**config.mk**
```make
export PLATFORM = sky130hd
export DESIGN_NAME = heard_buffer_flat
export DESIGN_NICKNAME = d
export VERILOG_FILES = /design/src/rtl/heard_buffer_if.sv /design/src/rtl/heard_buffer.sv /design/src/flat_wrapper.sv
export SDC_FILE = /design/constraint.sdc
export NUM_CORES = 1
export LEC_CHECK = 0
export CAP_MARGIN = 10
export CORE_UTILIZATION = 30
export DETAILED_ROUTE_END_ITERATION = 8
export SLEW_MARGIN = 20
export SYNTH_ARGS = -nofsm -noshare
export SYNTH_HDL_FRONTEND = slang
export SYNTH_SLANG_ARGS = --single-unit
export TNS_END_PERCENT = 5
```
**constraint.sdc**
```tcl
create_clock -name CLK -period 9.53 [get_ports CLK]
set_input_delay 1.906 -clock CLK [delete_from_list [all_inputs] [get_ports CLK]]
set_output_delay 1.906 -clock CLK [all_outputs]
set_load 0.02 [all_outputs]
```
**src/rtl/heard_buffer_if.sv**
```systemverilog
// heard_buffer_if: heard (enqueue) and out_put (dequeue) handshake bundle for heard_buffer
interface heard_buffer_if;
  logic        heard__ENA;
  logic [31:0] heard_v;
  logic        heard__RDY;
  logic        out_put__ENA;
  logic [31:0] out_put_v;
  logic        out_put__RDY;
  modport slave (
    input  heard__ENA, heard_v, out_put__RDY,
    output heard__RDY, out_put__ENA, out_put_v
  );
  modport master (
    output heard__ENA, heard_v, out_put__RDY,
    input  heard__RDY, out_put__ENA, out_put_v
  );
endinterface

```
**src/rtl/heard_buffer.sv**
```systemverilog
// heard_buffer: DEPTH-entry FIFO, no bypass; define HEARD_BUFFER_STATS_EN to add accepted_total/full_cycles counters
module heard_buffer #(
  parameter int DEPTH = 4
) (
  input  logic                   CLK,
  input  logic                   nRST,
  heard_buffer_if.slave          bus,
  output logic [$clog2(DEPTH):0] occupancy
`ifdef HEARD_BUFFER_STATS_EN
  ,
  output logic [31:0]            accepted_total,
  output logic [31:0]            full_cycles
`endif
);
  localparam int AW = $clog2(DEPTH);
  localparam logic [AW:0] FULL_OCC = (AW + 1)'(DEPTH);
  typedef enum logic [1:0] {EMPTY, PARTIAL, FULL} state_e;
  logic [31:0]   mem_q [DEPTH];
  logic [AW-1:0] wr_ptr_q, wr_ptr_d, rd_ptr_q, rd_ptr_d;
  logic [AW:0]   occ_q, occ_d;
  state_e        state;
  logic          enq, deq;
  always_comb state = (occ_q == '0) ? EMPTY : (occ_q == FULL_OCC) ? FULL : PARTIAL;
  assign bus.heard__RDY   = state != FULL;
  assign bus.out_put__ENA = state != EMPTY;
  assign bus.out_put_v    = mem_q[rd_ptr_q];
  assign enq              = bus.heard__ENA & bus.heard__RDY;
  assign deq              = bus.out_put__ENA & bus.out_put__RDY;
  assign occupancy        = occ_q;
  always_comb begin
    wr_ptr_d = wr_ptr_q + AW'(enq);
    rd_ptr_d = rd_ptr_q + AW'(deq);
    occ_d    = (enq & ~deq) ? occ_q + 1'b1 : (deq & ~enq) ? occ_q - 1'b1 : occ_q;
  end
  always_ff @(posedge CLK or negedge nRST) begin
    if (!nRST) begin
      wr_ptr_q <= '0;
      rd_ptr_q <= '0;
      occ_q    <= '0;
    end else begin
      wr_ptr_q <= wr_ptr_d;
      rd_ptr_q <= rd_ptr_d;
      occ_q    <= occ_d;
    end
  end
  always_ff @(posedge CLK) begin
    if (enq) mem_q[wr_ptr_q] <= bus.heard_v;
  end
`ifdef HEARD_BUFFER_STATS_EN
  logic [31:0] accepted_q, full_cycles_q;
  assign accepted_total = accepted_q;
  assign full_cycles    = full_cycles_q;
  always_ff @(posedge CLK or negedge nRST) begin
    if (!nRST) begin
      accepted_q    <= '0;
      full_cycles_q <= '0;
    end else begin
      accepted_q    <= accepted_q + 32'(enq);
      full_cycles_q <= full_cycles_q + 32'(state == FULL);
    end
  end
`endif
endmodule

```
**src/flat_wrapper.sv**
```systemverilog
// flat-port wrapper written by rule: the top's interface ports become plain ports
module heard_buffer_flat 
#(
  parameter int DEPTH = 4
)
  (CLK, nRST, occupancy, bus_heard__ENA, bus_heard_v, bus_out_put__RDY, bus_heard__RDY, bus_out_put__ENA, bus_out_put_v);
  heard_buffer_if bus_i ();
  input  logic CLK;
  input  logic nRST;
  output logic [$clog2(DEPTH):0] occupancy;
  input wire logic [$bits(bus_i.heard__ENA)-1:0] bus_heard__ENA;
  input wire logic [$bits(bus_i.heard_v)-1:0] bus_heard_v;
  input wire logic [$bits(bus_i.out_put__RDY)-1:0] bus_out_put__RDY;
  output wire logic [$bits(bus_i.heard__RDY)-1:0] bus_heard__RDY;
  output wire logic [$bits(bus_i.out_put__ENA)-1:0] bus_out_put__ENA;
  output wire logic [$bits(bus_i.out_put_v)-1:0] bus_out_put_v;
  assign bus_i.heard__ENA = bus_heard__ENA;
  assign bus_i.heard_v = bus_heard_v;
  assign bus_i.out_put__RDY = bus_out_put__RDY;
  assign bus_heard__RDY = bus_i.heard__RDY;
  assign bus_out_put__ENA = bus_i.out_put__ENA;
  assign bus_out_put_v = bus_i.out_put_v;
  heard_buffer #(.DEPTH(DEPTH)) u_core (.CLK(CLK), .nRST(nRST), .bus(bus_i), .occupancy(occupancy));
endmodule
```
### Word level (Yosys, flattened, before mapping)

Memory sizes are Yosys's and may differ from the RTL's.
Cells that the tools add are included.
Widths: inputs -> output; s select.

| storage, ports and cells | value |
|---|---|
| register bits | 7 |
| latch bits | 0 |
| RAM bits | 128 |
| bits in read-only memories | 0 |
| bits of input ports | 36 |
| output and inout bits | 37 |
| logic and storage cells | 25 |
| memories | 1 |

Memory list:

| name | depth | width | rd ports | clocked after Yosys merged registers in | wr ports | RTL line | text |
|---|---|---|---|---|---|---|---|
| u_core.mem_q | 4 | 32 | 1 | 0 | 1 | heard_buffer.sv:18 | `logic [31:0] mem_q [DEPTH];` |

| operators by class | value |
|---|---|
| $add $sub $neg | 4 |
| $mul | 0 |
| divide/modulo/power cells | 0 |
| $lt $le $gt $ge | 0 |
| equality and inequality tests | 2 |
| shift operators | 0 |
| muxes and demuxes | 6 |
| bitwise logic cells | 6 |
| reductions and logical operators | 3 |

Operators with widths:

| kind | number |
|---|---|
| $mux 3 | 2 |
| $add 2x1->2 | 2 |
| $and 1x1->1 | 4 |
| $mux 2 | 2 |
| $reduce_bool 2->1 | 2 |
| $add 3x1->3 const B | 1 |
| $eq 3x3->1 const B | 1 |
| $logic_not 3->1 | 1 |
| $sub 3x1->3 const B | 1 |
| $mux 1 | 2 |
| $ne 2x2->1 const B | 1 |
| $not 1->1 | 2 |

### Logic depth before layout (Yosys ltp)

Gate-level depths: netlist (run 1).

| depth | value |
|---|---|
| depth after elaboration | 9 |
| gate-level depth with buffers | 9 |
| depth with buffers taken out | 9 |

### Worst setup path before layout (run 1)

No wires, ideal clock.

| path | value |
|---|---|
| path type | input to register |
| from | in bus_heard__ENA |
| to | mem u_core.mem_q[1][0], enable pin |
| library setup time | 0.468 ns |
| data arrival time | 4.422 ns |
| setup slack | 4.640 ns |
| cell stages on the path | 2 |
| buffers on the path | 0 |
| cells stage by stage | nand2_1 > nor3b_1 |

| on the way | value |
|---|---|
| word-level cells in the longest chain between the ends | 3 |

Ends and longest elaborated chain:

| element | RTL line | text |
|---|---|---|
| start, declared | flat_wrapper.sv:11 | `input wire logic [$bits(bus_i.heard__ENA)-1:0] bus_heard__ENA;` |
| $and 1x1->1 | heard_buffer.sv:27 | `assign enq = bus.heard__ENA & bus.heard__RDY;` |
| $mux 1 | heard_buffer.sv:47 | `if (enq) mem_q[wr_ptr_q] <= bus.heard_v;` |
| $mux 1 (implied by the code) | heard_buffer.sv:47 |  |
| end, declared | heard_buffer.sv:18 |  |

No other way between the ends.

### Worst setup path in the final report (run 1)

| path | value |
|---|---|
| from | reg u_core.rd_ptr_q[0] |
| to | out bus_out_put_v[30] |

| on the way | value |
|---|---|
| word-level cells in the longest chain between the ends | 1 |

Ends and longest elaborated chain:

| element | RTL line | text |
|---|---|---|
| start, declared | heard_buffer.sv:19 | `logic [AW-1:0] wr_ptr_q, wr_ptr_d, rd_ptr_q, rd_ptr_d;` |
| start signal, assigned | heard_buffer.sv:42 | `rd_ptr_q <= rd_ptr_d;` |
| $mem_v2 4x32 | - |  |
| end, declared | flat_wrapper.sv:16 | `output wire logic [$bits(bus_i.out_put_v)-1:0] bus_out_put_v;` |

No other way between the ends.

==> summary.md, run 1 <==
| Metric | Value |
|---|---|
| Comb pwr share | `32.1%` |
| Core area | `16120 sq um` |
| Clk sinks | `135` |
| CP Buf/Inv Count | `2` |
| Clk_lat worst skew | `0.42 ns` |
| Net Count, Synth | `238` |
| Die X | `131.3 um` |
| Yosys cell types | `20` |
| #FFs+latches synth | `135` |
| R2R cell count | `7` |
| Sequential fraction of the synthesis area | `80.14%` |
| Cell area after synthesis | `5015 sq um` |
| Period utilization | `46.46%` |
| Finish-stage setup viols | `0` |
| FILL cells | `1445` |
| Critical path fanouts, max | `33` |
| Maximum clock rate | `225.9 MHz` |
| H-tree Lvls | `4` |
| Pint | `1559 uW` |
| Worst-Margin Slew | `0.9026 ns` |
| Status | `finished, final reports clean` |
| Commonest non-fill, non-tap cell in the layout | `edfxtp_1` |
| Root Driver | `clkbuf_16` |
| RSZ-0062 raised after global routing | `no` |
| RD Place Congestion | `0.6563` |
| Normalized max-slew margin | `39.83%` |
| Ports | `73` |
| Final instance area | `6609 sq um` |
| Cts hold-fix bufs | `0` |
| Die H | `131.3 um` |
| Vias per inst | `4.315` |
| DRC violations left | `0` |
| Tmin final | `4.427 ns` |
| Antenna violations before repair | `0` |
| First-pass GRT wire length | `13900 um` |
| First-pass DRT Iterations | `4` |
| Worst path arrival time | `2.52 ns` |
| Worst path slowest cell | `mux4_1` |
| Hold WS | `0.5434 ns` |
| Die area | `17240 sq um` |
| CTS tree | `done` |
| Fin util | `41.01%` |
| HPWL Detailed | `5246 um` |
| Clock power frac | `29.2%` |
| Final setup TNS | `0 ns` |
| Reg power frac | `38.7%` |
| Largest net degree at the start of global routing | `34` |
| Tot GR Track Use | `11.21%` |
| Antenna Diode Count | `0` |
| Nets | `329` |
| Fin cells | `518` |
| Worst Setup End Kind | `primary output` |
| CP Depth | `3` |
| Vias | `2235` |
| Syn Inst Count | `198` |
| CP Cell Sequence | `buf_4, mux4_1, clkdlybuf4s50_1` |
| IO buf count | `72` |
| Longest Clk Path Bufs | `2` |
| Dpl cell area | `5993 sq um` |
| Post-DRT Antenna Nets | `0` |
| Synth warn | `0` |
| WL final | `8779 um` |
| Clock transition at the registers of the reported paths | `0.05 ns` |
| Crit path max-delay family | `buffers and inverters` |
| Area growth from synthesis to layout | `31.79%` |
| Worst path max stage delay | `0.66 ns` |
| Post-CTS Setup Inserts | `0` |
| Syn Area/Cell | `25.33 sq um` |
| Sw frac | `29.35%` |
| CP required | `7.62 ns` |
| CP Launch Type | `flip-flop` |
| LEAKAGE | `0.002166 uW` |
| Synth top area share | `76.65%` |
| Cell Rows | `46` |
| Post-Route Skew | `0.006118 ns` |
| Post_cts resized | `0` |
| Leading post-synthesis cells by cell area | `edfxtp_1 77%, mux4_2 13%, dfrtp_1 3.5%, buf_12 1.2%, mux4_1 1.0%` |
| Cts bufs inserted | `17` |
| Net switching power | `647.7 uW` |
| Max Slew Vio Count | `0` |
| Initial Utilization | `31.12%` |
| Worst VDD drop | `0.1417 mV` |
| Critical path type | `reg -> out` |
| 1st-iter DRT viols | `88` |
| Hold path depth | `1` |
| Number of global-route vias before repair | `2514` |
| Path type of the worst min-delay path | `reg -> reg` |
| Share of post-route cells with drive strength above 1 | `24.50%` |
| Area leader, netlist | `edfxtp_1` |
| Max-Cap Viols | `0` |
| Routed wire per std cell | `16.95 um` |
| PwrDens | `333.9 nW/um^2` |
| Grt ovf | `0` |
| Fin. Hold Viols | `0` |
| Post-placement cell count | `485` |
| Commonest non-fill, non-tap cells in the layout | `128 x edfxtp_1, 72 x clkdlybuf4s50_1, 30 x mux4_2` |
[registers in the layout (all words and copies together) (netlist names)]
signal and flops:
u_core.mem_q 128, u_core.rd_ptr_q 2, u_core.occupancy 3, u_core.wr_ptr_q 2
[path summary, 6_finish.rpt]
kind | from | end | slack, ns
max | u_core.rd_ptr_q[0]$_DFF_PN0_ | bus_out_put_v[30] | 5.10
min | u_core.occupancy[2]$_DFFE_PN0P_ | u_core.occupancy[2]$_DFFE_PN0P_ | 0.54
max reg2reg | u_core.occupancy[0]$_DFFE_PN0P_ | u_core.occupancy[1]$_DFFE_PN0P_ | 7.10
min reg2reg | u_core.occupancy[2]$_DFFE_PN0P_ | u_core.occupancy[2]$_DFFE_PN0P_ | 0.54
max in group asynchronous | nRST | u_core.rd_ptr_q[1]$_DFF_PN0_ | 7.52
min in group asynchronous | nRST | u_core.wr_ptr_q[0]$_DFF_PN0_ | 1.75
[final cells by class]
cell class,instances,area (sq um),area share (%)
Sequential cell,135,4021,60.85
Multi-Input combinational cell,52,917.1,13.88
Timing Repair Buffer,80,800.8,12.12
Clock buffer,19,432.9,6.551
Tap cell,216,270.3,4.089
Clock inverter,13,155.1,2.348
Inverter,3,11.26,0.1704
[power groups by stage]
stage / logic (uW) / clock network (uW) / registers [uW]
CTS: 718 / 660 / 858
detailed placement: 716 / 0 / 869
floorplan: 460 / 0 / 841
global placement: 710 / 0 / 864
finish: 708 / 644 / 855
global route: 757 / 684 / 869
[per-layer routing]
metal | vias to the layer above | routed length, um | global-route usage (%)
li1 | 1024 | - | -
met5 | - | 0 | 0
met2 | 50 | 4655 | 19.00
met3 | 14 | 338 | 4.360
met1 | 1147 | 3633 | 12.36
met4 | 0 | 152 | 5.233
[Yosys cell counts (all sizes together)]
cell and count:
buf 7, or3 1, mux4 32, mux2 1
nand2 3, dfrtp 7, nor2 2, ha 3
inv 3, fa 1, xor2 4, clkbuf 1
xnor2 1, edfxtp 128, nor3b 2, or3b 1
nor3 1
[worst register-to-register path: cells and delay by family (launching register included)]
family | cells | cell delay (ns)
fa+ha+maj | 2 | 0.65
simple gates | 2 | 0.76
buf+inv | 2 | 0.19
mux | 1 | 0.27
flops | 1 | 0.44
[cells by family after synthesis]
| family | share of synthesized area, % |
|---|---|
| adders and majority gates | 1.148 |
| muxes | 14.75 |
| xor gates and xnor gates | 0.8732 |
| DFF | 80.14 |
| and+or+nand+nor | 1.073 |
| buffers and inverters | 2.021 |
[stage by stage]
stage	power, uW	worst slack [ns]
finish	2207	5.103
CTS	2237	5.020
global placement	1574	5.472
global route	2311	4.945
detailed placement	1585	5.482
floorplan	1301	4.640
Power figures use the tool's default switching activity.
==> inputs of run 2 (changes only) <==
clock period = 3.7 ns   (was 9.53 ns; I/O delays follow)
==> summary.md, run 2 (synthesis results as in run 1) <==
| Metric | Value |
|---|---|
| Multi-input combinational cell area | `917.1 sq um` |
| Fin. Hold Viols | `0` |
| Die area | `17240 sq um` |
| Max Slew Vio Count | `0` |
| Critical path fanouts, max | `20` |
| CP Launch Type | `flip-flop` |
| Root Driver | `clkbuf_16` |
| Post_cts resized | `0` |
| Number of global-route vias before repair | `2546` |
| Worst VDD drop | `0.3488 mV` |
| Core area | `16120 sq um` |
| Normalized max-slew margin | `41.63%` |
| Worst path max stage delay | `0.68 ns` |
| Cts bufs inserted | `17` |
| Clock transition at the registers of the reported paths | `0.05 ns` |
| Max FFs per register | `128` |
| HPWL Detailed | `5496 um` |
| Grt ovf | `0` |
| Register area | `4021 sq um` |
| Maximum clock rate | `312.2 MHz` |
| PwrDens | `852.4 nW/um^2` |
| Total chip power | `5616 uW` |
| Die H | `131.3 um` |
| Die X | `131.3 um` |
| Post-Route Skew | `0.005845 ns` |
| First-pass GRT wire length | `14450 um` |
| First-pass DRT Iterations | `4` |
| CP Cell Sequence | `buf_12, mux4_2, clkdlybuf4s50_1` |
| RD Place Congestion | `0.6823` |
| Commonest non-fill, non-tap cells in the layout | `128 x edfxtp_1, 72 x clkdlybuf4s50_1, 30 x mux4_2` |
| Finish-stage setup viols | `0` |
| Largest net degree at the start of global routing | `34` |
| Max-Cap Viols | `0` |
| Antenna violations before repair | `0` |
| CTS tree | `done` |
| Vias | `2264` |
| Post-DRT Antenna Nets | `0` |
| FILL cells | `1414` |
| CP Buf/Inv Count | `2` |
| Share of post-route cells with drive strength above 1 | `25.00%` |
| Cts hold-fix bufs | `0` |
| Worst reg2reg setup slack | `1.28 ns` |
| Longest Clk Path Bufs | `2` |
| CP required | `2.96 ns` |
| Critical path type | `reg -> out` |
| Routed wire per std cell | `17.35 um` |
| LEAKAGE | `0.002160 uW` |
| Final WS setup | `0.4968 ns` |
| Ports | `73` |
| Worst Setup End Kind | `primary output` |
| Worst path arrival time | `2.46 ns` |
| Initial Utilization | `31.12%` |
| WL final | `8955 um` |
| Period utilization | `86.57%` |
| DRC violations left | `0` |
| IO buf count | `72` |
| Antenna Diode Count | `0` |
| 1st-iter DRT viols | `145` |
| Post-CTS Setup Inserts | `0` |
| Tot GR Track Use | `11.56%` |
| Clk_lat worst skew | `0.41 ns` |
| Place WS | `0.8670 ns` |
| Tmin final | `3.203 ns` |
| Hold WS | `0.5045 ns` |
| Worst path slowest cell | `dfrtp_2` |
| Crit path max-delay family | `buffers and inverters` |
| Status | `finished, final reports clean` |
| RSZ-0062 raised after global routing | `no` |
| Path type of the worst min-delay path | `reg -> reg` |
| Biggest register | `u_core.mem_q` |
| Cell Rows | `46` |
| Clk sinks | `135` |
| Worst-Margin Slew | `0.8756 ns` |
| Vias per inst | `4.388` |
| Commonest non-fill, non-tap cell in the layout | `edfxtp_1` |
| Nets | `329` |
| H-tree Lvls | `4` |
| Area growth from synthesis to layout | `31.36%` |
run 2: where the power goes:
| part | internal, uW | leakage, uW | switching (uW) | total, uW |
|---|---|---|---|---|
| registers | 2030 | 0.00125 | 218 | 2250 |
| clock network | 982 | 0.000268 | 605 | 1590 |
| logic | 944 | 0.000640 | 840 | 1780 |
| total | 3950 | 0.00216 | 1660 | 5620 |
run 2: routing by layer:
layer,vias to the layer above,track usage (%),part of all wire (%)
li1,1021,-,-
met1,1179,13.57,41
met2,52,19.09,53
met3,12,4.244,4.6
met4,0,4.845,1.4
met5,-,0,0
run 2: worst paths after layout:
kind / start / end / cells past startpoint
min reg2reg: u_core.occupancy[2]$_DFFE_PN0P_ / u_core.occupancy[2]$_DFFE_PN0P_ / 1
min in group asynchronous: nRST / u_core.wr_ptr_q[0]$_DFF_PN0_ / 1
max in group asynchronous: nRST / u_core.rd_ptr_q[1]$_DFF_PN0_ / 1
max reg2reg: u_core.occupancy[0]$_DFFE_PN0P_ / u_core.occupancy[1]$_DFFE_PN0P_ / 7
max: u_core.rd_ptr_q[0]$_DFF_PN0_ / bus_out_put_v[8] / 3
min: u_core.occupancy[2]$_DFFE_PN0P_ / u_core.occupancy[2]$_DFFE_PN0P_ / 1
run 2: area by class of cell:
type / instances / area share, %
Clock buffer: 18 / 6.515
Clock inverter: 12 / 2.013
Inverter: 3 / 0.1709
Multi-Input combinational cell: 52 / 13.92
Sequential cell: 135 / 61.04
Tap cell: 216 / 4.103
Timing Repair Buffer: 80 / 12.23
run 2: per-stage QoR:
stage / area [sq um] / util (%) / TNS, ns / cells
2_1_floorplan: 5015 / - / -5.007 / 198
3_3_place_gp: 6026 / 37.39 / 0 / 486
3_5_place_dp: 6026 / 37.39 / 0 / 486
4_1_cts: 6588 / 40.88 / 0 / 516
5_1_grt: 6588 / 40.88 / 0 / 516
6_report: 6588 / 40.88 / 0 / 516
